==> config.mk <==
export PLATFORM = sky130hd
export DESIGN_NAME = ex_muldiv_unit
export DESIGN_NICKNAME = d
export VERILOG_FILES = /design/src/rtl/ex_muldiv_unit.sv
export SDC_FILE = /design/constraint.sdc
export NUM_CORES = 1
export LEC_CHECK = 0
export ABC_CLOCK_PERIOD_IN_PS = 6100
export BUFFER_PORTS_ARGS = -buffer_cell sky130_fd_sc_hd__clkbuf_2
export CORE_AREA = 2 2 170 172
export DETAILED_ROUTE_END_ITERATION = 10
export DIE_AREA = 0 0 172 174
export PLACE_DENSITY = 0.87
export SLEW_MARGIN = 20
export SYNTH_ARGS = -nofsm -noshare
export SYNTH_HDL_FRONTEND = slang
export SYNTH_SLANG_ARGS = --single-unit
==> constraint.sdc <==
create_clock -name clk -period 6.1 [get_ports clk]
set_input_delay 0.305 -clock clk [delete_from_list [all_inputs] [get_ports clk]]
set_output_delay 0.305 -clock clk [all_outputs]
set_load 0.01 [all_outputs]
==> src/rtl/ex_muldiv_unit.sv <==
// Iterative MULT/MULTU/DIV/DIVU unit for the EX stage: radix-2 shift-add multiply,
// restoring divide, one iteration per cycle, results committed to architectural HI/LO.
module ex_muldiv_unit #(
    parameter int WIDTH = 32,
    parameter int CNT_W = 6
) (
    input  logic             clk,
    input  logic             reset,
    input  logic             start,
    input  logic             is_div,
    input  logic             sinSigno,
    input  logic [WIDTH-1:0] operand_a,
    input  logic [WIDTH-1:0] operand_b,
    input  logic             kill,
    output logic             busy,
    output logic             done,
    output logic             div_by_zero,
    output logic [WIDTH-1:0] hi,
    output logic [WIDTH-1:0] lo
);

    typedef enum logic [1:0] {IDLE, CALC, FIX} state_t;

    state_t             state;
    logic [CNT_W-1:0]   counter;
    logic               op_div;
    logic               neg_a;
    logic               neg_b;
    logic               b_zero;
    logic [WIDTH-1:0]   a_raw;
    logic [WIDTH-1:0]   a_mag;
    logic [WIDTH-1:0]   b_mag;
    // Multiply: {product high, multiplier/product low}. Divide: low half shifts dividend out, quotient in.
    logic [2*WIDTH-1:0] acc;
    logic [WIDTH:0]     rem;

    logic               in_neg_a;
    logic               in_neg_b;
    logic [WIDTH-1:0]   in_mag_a;
    logic [WIDTH-1:0]   in_mag_b;

    assign in_neg_a = !sinSigno && operand_a[WIDTH-1];
    assign in_neg_b = !sinSigno && operand_b[WIDTH-1];
    assign in_mag_a = in_neg_a ? (~operand_a + 1'b1) : operand_a;
    assign in_mag_b = in_neg_b ? (~operand_b + 1'b1) : operand_b;

    logic [WIDTH:0]     add_sum;
    logic [WIDTH+1:0]   shifted;
    logic [WIDTH+1:0]   diff;
    logic               fits;

    assign add_sum = {1'b0, acc[2*WIDTH-1:WIDTH]} + (acc[0] ? {1'b0, a_mag} : '0);
    assign shifted = {rem, acc[WIDTH-1]};
    assign diff    = shifted - {2'b00, b_mag};
    // Borrow out of the trial subtraction means the divisor did not fit.
    assign fits    = !diff[WIDTH+1];

    logic [2*WIDTH-1:0] prod_fix;
    logic [WIDTH-1:0]   quo_fix;
    logic [WIDTH-1:0]   rem_fix;

    assign prod_fix = (neg_a ^ neg_b) ? (~acc + 1'b1) : acc;
    assign quo_fix  = (neg_a ^ neg_b) ? (~acc[WIDTH-1:0] + 1'b1) : acc[WIDTH-1:0];
    assign rem_fix  = neg_a ? (~rem[WIDTH-1:0] + 1'b1) : rem[WIDTH-1:0];

    always_ff @(posedge clk or negedge reset) begin
        if (!reset) begin
            state       <= IDLE;
            counter     <= '0;
            op_div      <= 1'b0;
            neg_a       <= 1'b0;
            neg_b       <= 1'b0;
            b_zero      <= 1'b0;
            a_raw       <= '0;
            a_mag       <= '0;
            b_mag       <= '0;
            acc         <= '0;
            rem         <= '0;
            busy        <= 1'b0;
            done        <= 1'b0;
            div_by_zero <= 1'b0;
            hi          <= '0;
            lo          <= '0;
        end else begin
            done <= 1'b0;
            case (state)
                IDLE: begin
                    if (start && !kill) begin
                        op_div  <= is_div;
                        neg_a   <= in_neg_a;
                        neg_b   <= in_neg_b;
                        b_zero  <= (operand_b == '0);
                        a_raw   <= operand_a;
                        a_mag   <= in_mag_a;
                        b_mag   <= in_mag_b;
                        acc     <= {{WIDTH{1'b0}}, (is_div ? in_mag_a : in_mag_b)};
                        rem     <= '0;
                        counter <= '0;
                        state   <= CALC;
                        busy    <= 1'b1;
                    end
                end
                CALC: begin
                    if (kill) begin
                        state <= IDLE;
                        busy  <= 1'b0;
                    end else begin
                        if (op_div) begin
                            rem <= fits ? diff[WIDTH:0] : shifted[WIDTH:0];
                            acc <= {acc[2*WIDTH-1:WIDTH], acc[WIDTH-2:0], fits};
                        end else begin
                            acc <= {add_sum, acc[WIDTH-1:1]};
                        end
                        counter <= counter + 1'b1;
                        if (counter == CNT_W'(WIDTH - 1))
                            state <= FIX;
                    end
                end
                FIX: begin
                    state <= IDLE;
                    busy  <= 1'b0;
                    if (!kill) begin
                        done <= 1'b1;
                        if (!op_div) begin
                            hi          <= prod_fix[2*WIDTH-1:WIDTH];
                            lo          <= prod_fix[WIDTH-1:0];
                            div_by_zero <= 1'b0;
                        end else if (b_zero) begin
                            hi          <= a_raw;
                            lo          <= '1;
                            div_by_zero <= 1'b1;
                        end else begin
                            hi          <= rem_fix;
                            lo          <= quo_fix;
                            div_by_zero <= 1'b0;
                        end
                    end
                end
                default: begin
                    state <= IDLE;
                    busy  <= 1'b0;
                end
            endcase
        end
    end

endmodule

==> results.yml <==
place:
  place_ws_ns: 2.280
  numPortBuffers: 136
  dp_cells: 2658
  gp_congestion: 0.9793
  placed_area_sq_um: 19530
  dp_hpwl_mm: 41.67
yosys:
  synth_async_sr_flop_share: 1.000
  synth_cells: 2242
  synth-edff-count: 0
  synthMuxAreaShare: 0.05404
  synth_nets: 2383
  synth.avg_cell_area_sq_um: 8.304
  synth_ff_type: "dfrtp_1"
  synth_top_family_by_area: "compound AO/OA/AOI/OAI gates"
  yosysSeqAreaShare: 0.3643
  ys_types: 82
  synthSimpleGateAreaFrac: 0.1944
  synth-xor-area-share: 0.09503
  synth_compound_area_frac: 0.2044
  synth-seq-cells: 271
  synth_fa_ha_area_frac: 0.04852
  netlist_area_sq_um: 18620
  synth_warnings: 0
detailed_routing:
  drc: 0
  firstDrtPassIters: 7
  via_count: 17510
  routed_wl_mm: 56.53
  avgViaCountPerCell: 6.440
  drt_iter0_drc: 2239
  ant_nets: 0
  avgRoutedWirePerCell_um: 20.80
status:
  status: "completed"
sta:
  setup_tns_ns: 0
  hold_viol_final: 0
  finalMaxSlewViolations: 0
  setup_slack_ns: 2.195
  final.period_utilization: 0.6402
  fmaxAchievable_mhz: 256.1
  maxSlewHeadroom: 0.2589
  finalSetupViolations: 0
  hold_ws_ns: 0.008647
  finClkSkew_ns: 0.02277
  rsz0062_at_grt: "no"
  worst_pin_slew_ns: 1.101
  period_minus_slack_ns: 3.905
power:
  seq_power_share: 0.395
  power_density_nw_per_um2: 282.5
  ir_worst_vdd_mv: 0.2595
  p_sw_frac: 0.3563
  p_sw_mw: 2.074
  clkPwrFrac: 0.318
  total_power_mw: 5.822
  combPwrFrac: 0.287
  power.internal_mw: 3.747
  power_leakage_nw: 9.583
cts:
  cts_buffers: 30
  path_clk_slew_ns: 0.06
  cts_htree_levels: 1
  clockBufferDepth: 3
  clockRootBuffer: "clkbuf_16"
  postCtsSetupRepairBufs: 0
  numClockSinks: 271
  cts_tree: "yes"
  clk_latency_ns: 0.58
floorplanning:
  fp-row-count: 62
  coreArea_sq_um: 28240
  die_h_um: 174
  fp.dieArea_sq_um: 29930
  ios: 137
  die_x_um: 172
  start_util: 0.6593
worst_setup_path:
  path_common_cell: "o2111ai_1"
  crit_path_max_fanout: 21
  slowest_delay_ns: 0.63
  reg2reg_setup_slack_ns: 2.19
  end_kind: "register"
  cp-start-kind: "register"
  cp.arrival_ns: 4.32
  worstPathCellList: "buf_4 > and2_1 > ha_1 > a2111oi_0 > o2111ai_1 > and3_1 > a311o_1 > a31oi_1 > o2111ai_1 > a21o_1 > xnor2_1 > o21ai_1"
  r2r-end: "acc[61]"
  cp.required_ns: 6.51
  path_class: "reg -> reg"
  critPathSlowestCell: "dfrtp_1"
  timing.rr.start: "acc[0]"
  ff2ff_path_depth: 12
min_path:
  min_path_cells: 3
  min_from: "operand_a[16]"
  hold_class: "in -> reg"
  min_to: "a_raw[16]"
finish:
  layout-drive-gt1-share: 0.1050
  design_area_sq_um: 20610
  register_area_sq_um: 6785
  multiInputGateArea_sq_um: 11150
  nFillCells: 2177
  fin_nets: 2454
  final_common_cell: "nand2_1"
  final_cell_mix: "nand2_1, dfrtp_1, o21ai_0"
  final_cells: 2718
  final_util: 0.7298
  syn2layout_area_growth_pct: 10.70
global_routing:
  grt_pass1_wl_mm: 89.51
  antenna_found_initial: 3
  grt_pass1_vias: 16560
  grt_overflow_total: 0
  grt_max_degree: 169
  track_usage: 0.3798
run:
  max_cap_viol_count: 0
[cells in the mapped netlist (7+ instances only)]
cell / instances / area [sq um]
o21ai_0: 243 / 1216
nor3_1: 49 / 245.2
buf_2: 7 / 35.03
nor2b_1: 11 / 68.82
a211o_1: 7 / 61.31
and3_1: 9 / 56.30
nor2_1: 163 / 611.8
ha_1: 69 / 863.3
and2_1: 37 / 231.5
nand4_1: 13 / 81.33
a221o_1: 9 / 90.09
mux2i_1: 96 / 960.9
nor4_1: 14 / 87.58
nand2b_1: 23 / 143.9
o41ai_1: 16 / 140.1
a31oi_1: 20 / 125.1
nand2_1: 362 / 1359
buf_1: 11 / 41.29
o211ai_1: 24 / 180.2
dfrtp_1: 271 / 6782
a21o_1: 23 / 172.7
inv_1: 65 / 244.0
o31ai_1: 34 / 255.2
or3_1: 21 / 131.4
xor2_1: 101 / 884.6
xnor2_1: 101 / 884.6
o21a_1: 12 / 90.09
a21oi_1: 172 / 860.8
or4_1: 15 / 112.6
a211oi_1: 11 / 82.58
clkbuf_1: 107 / 401.6
nand3_1: 25 / 125.1
[registers in the layout, indices dropped and copies added, names as in the netlist]
signal,count
neg_b,1
div_by_zero,1
rem,33
counter,6
acc,64
neg_a,1
a_raw,32
state,2
hi,32
done,1
b_mag,32
op_div,1
a_mag,31
busy,1
b_zero,1
lo,32
[power groups by stage]
stage                     clock, mW  sequential (mW)  combinational [mW]
final                          1.85             2.30                1.67
after global routing           1.94             2.33                1.84
after global placement            0             2.31                1.58
after CTS                      1.86             2.29                1.64
after detailed placement          0             2.32                1.62
after floorplan                   0             2.18                1.25
[per-layer routing]
| metal | share of wire | vias to the layer above | track usage |
|---|---|---|---|
| li1 | - | 8063 | - |
| met1 | 0.40 | 8340 | 0.5091 |
| met2 | 0.46 | 915 | 0.6027 |
| met3 | 0.091 | 185 | 0.06330 |
| met4 | 0.052 | 2 | 0.1758 |
| met5 | 0.00023 | - | 0 |
[cell type report]
type | instances | share of cell area
multi-input combinational | 1779 | 0.5413
sequential | 271 | 0.3292
timing repair buffer | 165 | 0.04553
clock buffer | 42 | 0.04353
tap | 384 | 0.02331
inverter | 66 | 0.01202
clock inverter | 10 | 0.004978
antenna | 1 | 0.0001214
[critical path, delay by kind of cell (launching register included)]
family	cells	cell delay, ns
and+or+nand+nor	2	0.40
AOI/OAI and AO/OA	7	1.94
buffers and inverters	1	0.34
xor gates and xnor gates	1	0.14
adders and majority gates	1	0.30
DFF	1	0.63
[kinds of logic after synthesis]
| logic type | count (synthesis) |
|---|---|
| buffers and inverters | 192 |
| adder cells (fa/ha/maj) | 71 |
| AND/OR/NAND/NOR | 775 |
| multiplexers | 100 |
| XOR/XNOR | 202 |
| AO/OA/AOI/OAI | 631 |
| flip-flops | 271 |
[how the worst max path moves through the flow]
stage | startpoint | endpoint | slack (ns)
2_1_floorplan | acc[0] | acc[61] | 2.84
3_3_place_gp | acc[0] | acc[61] | 2.41
3_5_place_dp | acc[0] | acc[61] | 2.28
4_1_cts | acc[0] | acc[61] | 2.24
5_1_grt | acc[0] | acc[61] | 1.98
6_report | acc[0] | acc[61] | 2.19
[timing repair]
action                    in CTS  in global routing
gates resized for setup        0                  0
hold buffers                   7                  0
hold endpoints to repair     109                  0
No activity file was read; power rests on OpenSTA's default activity.
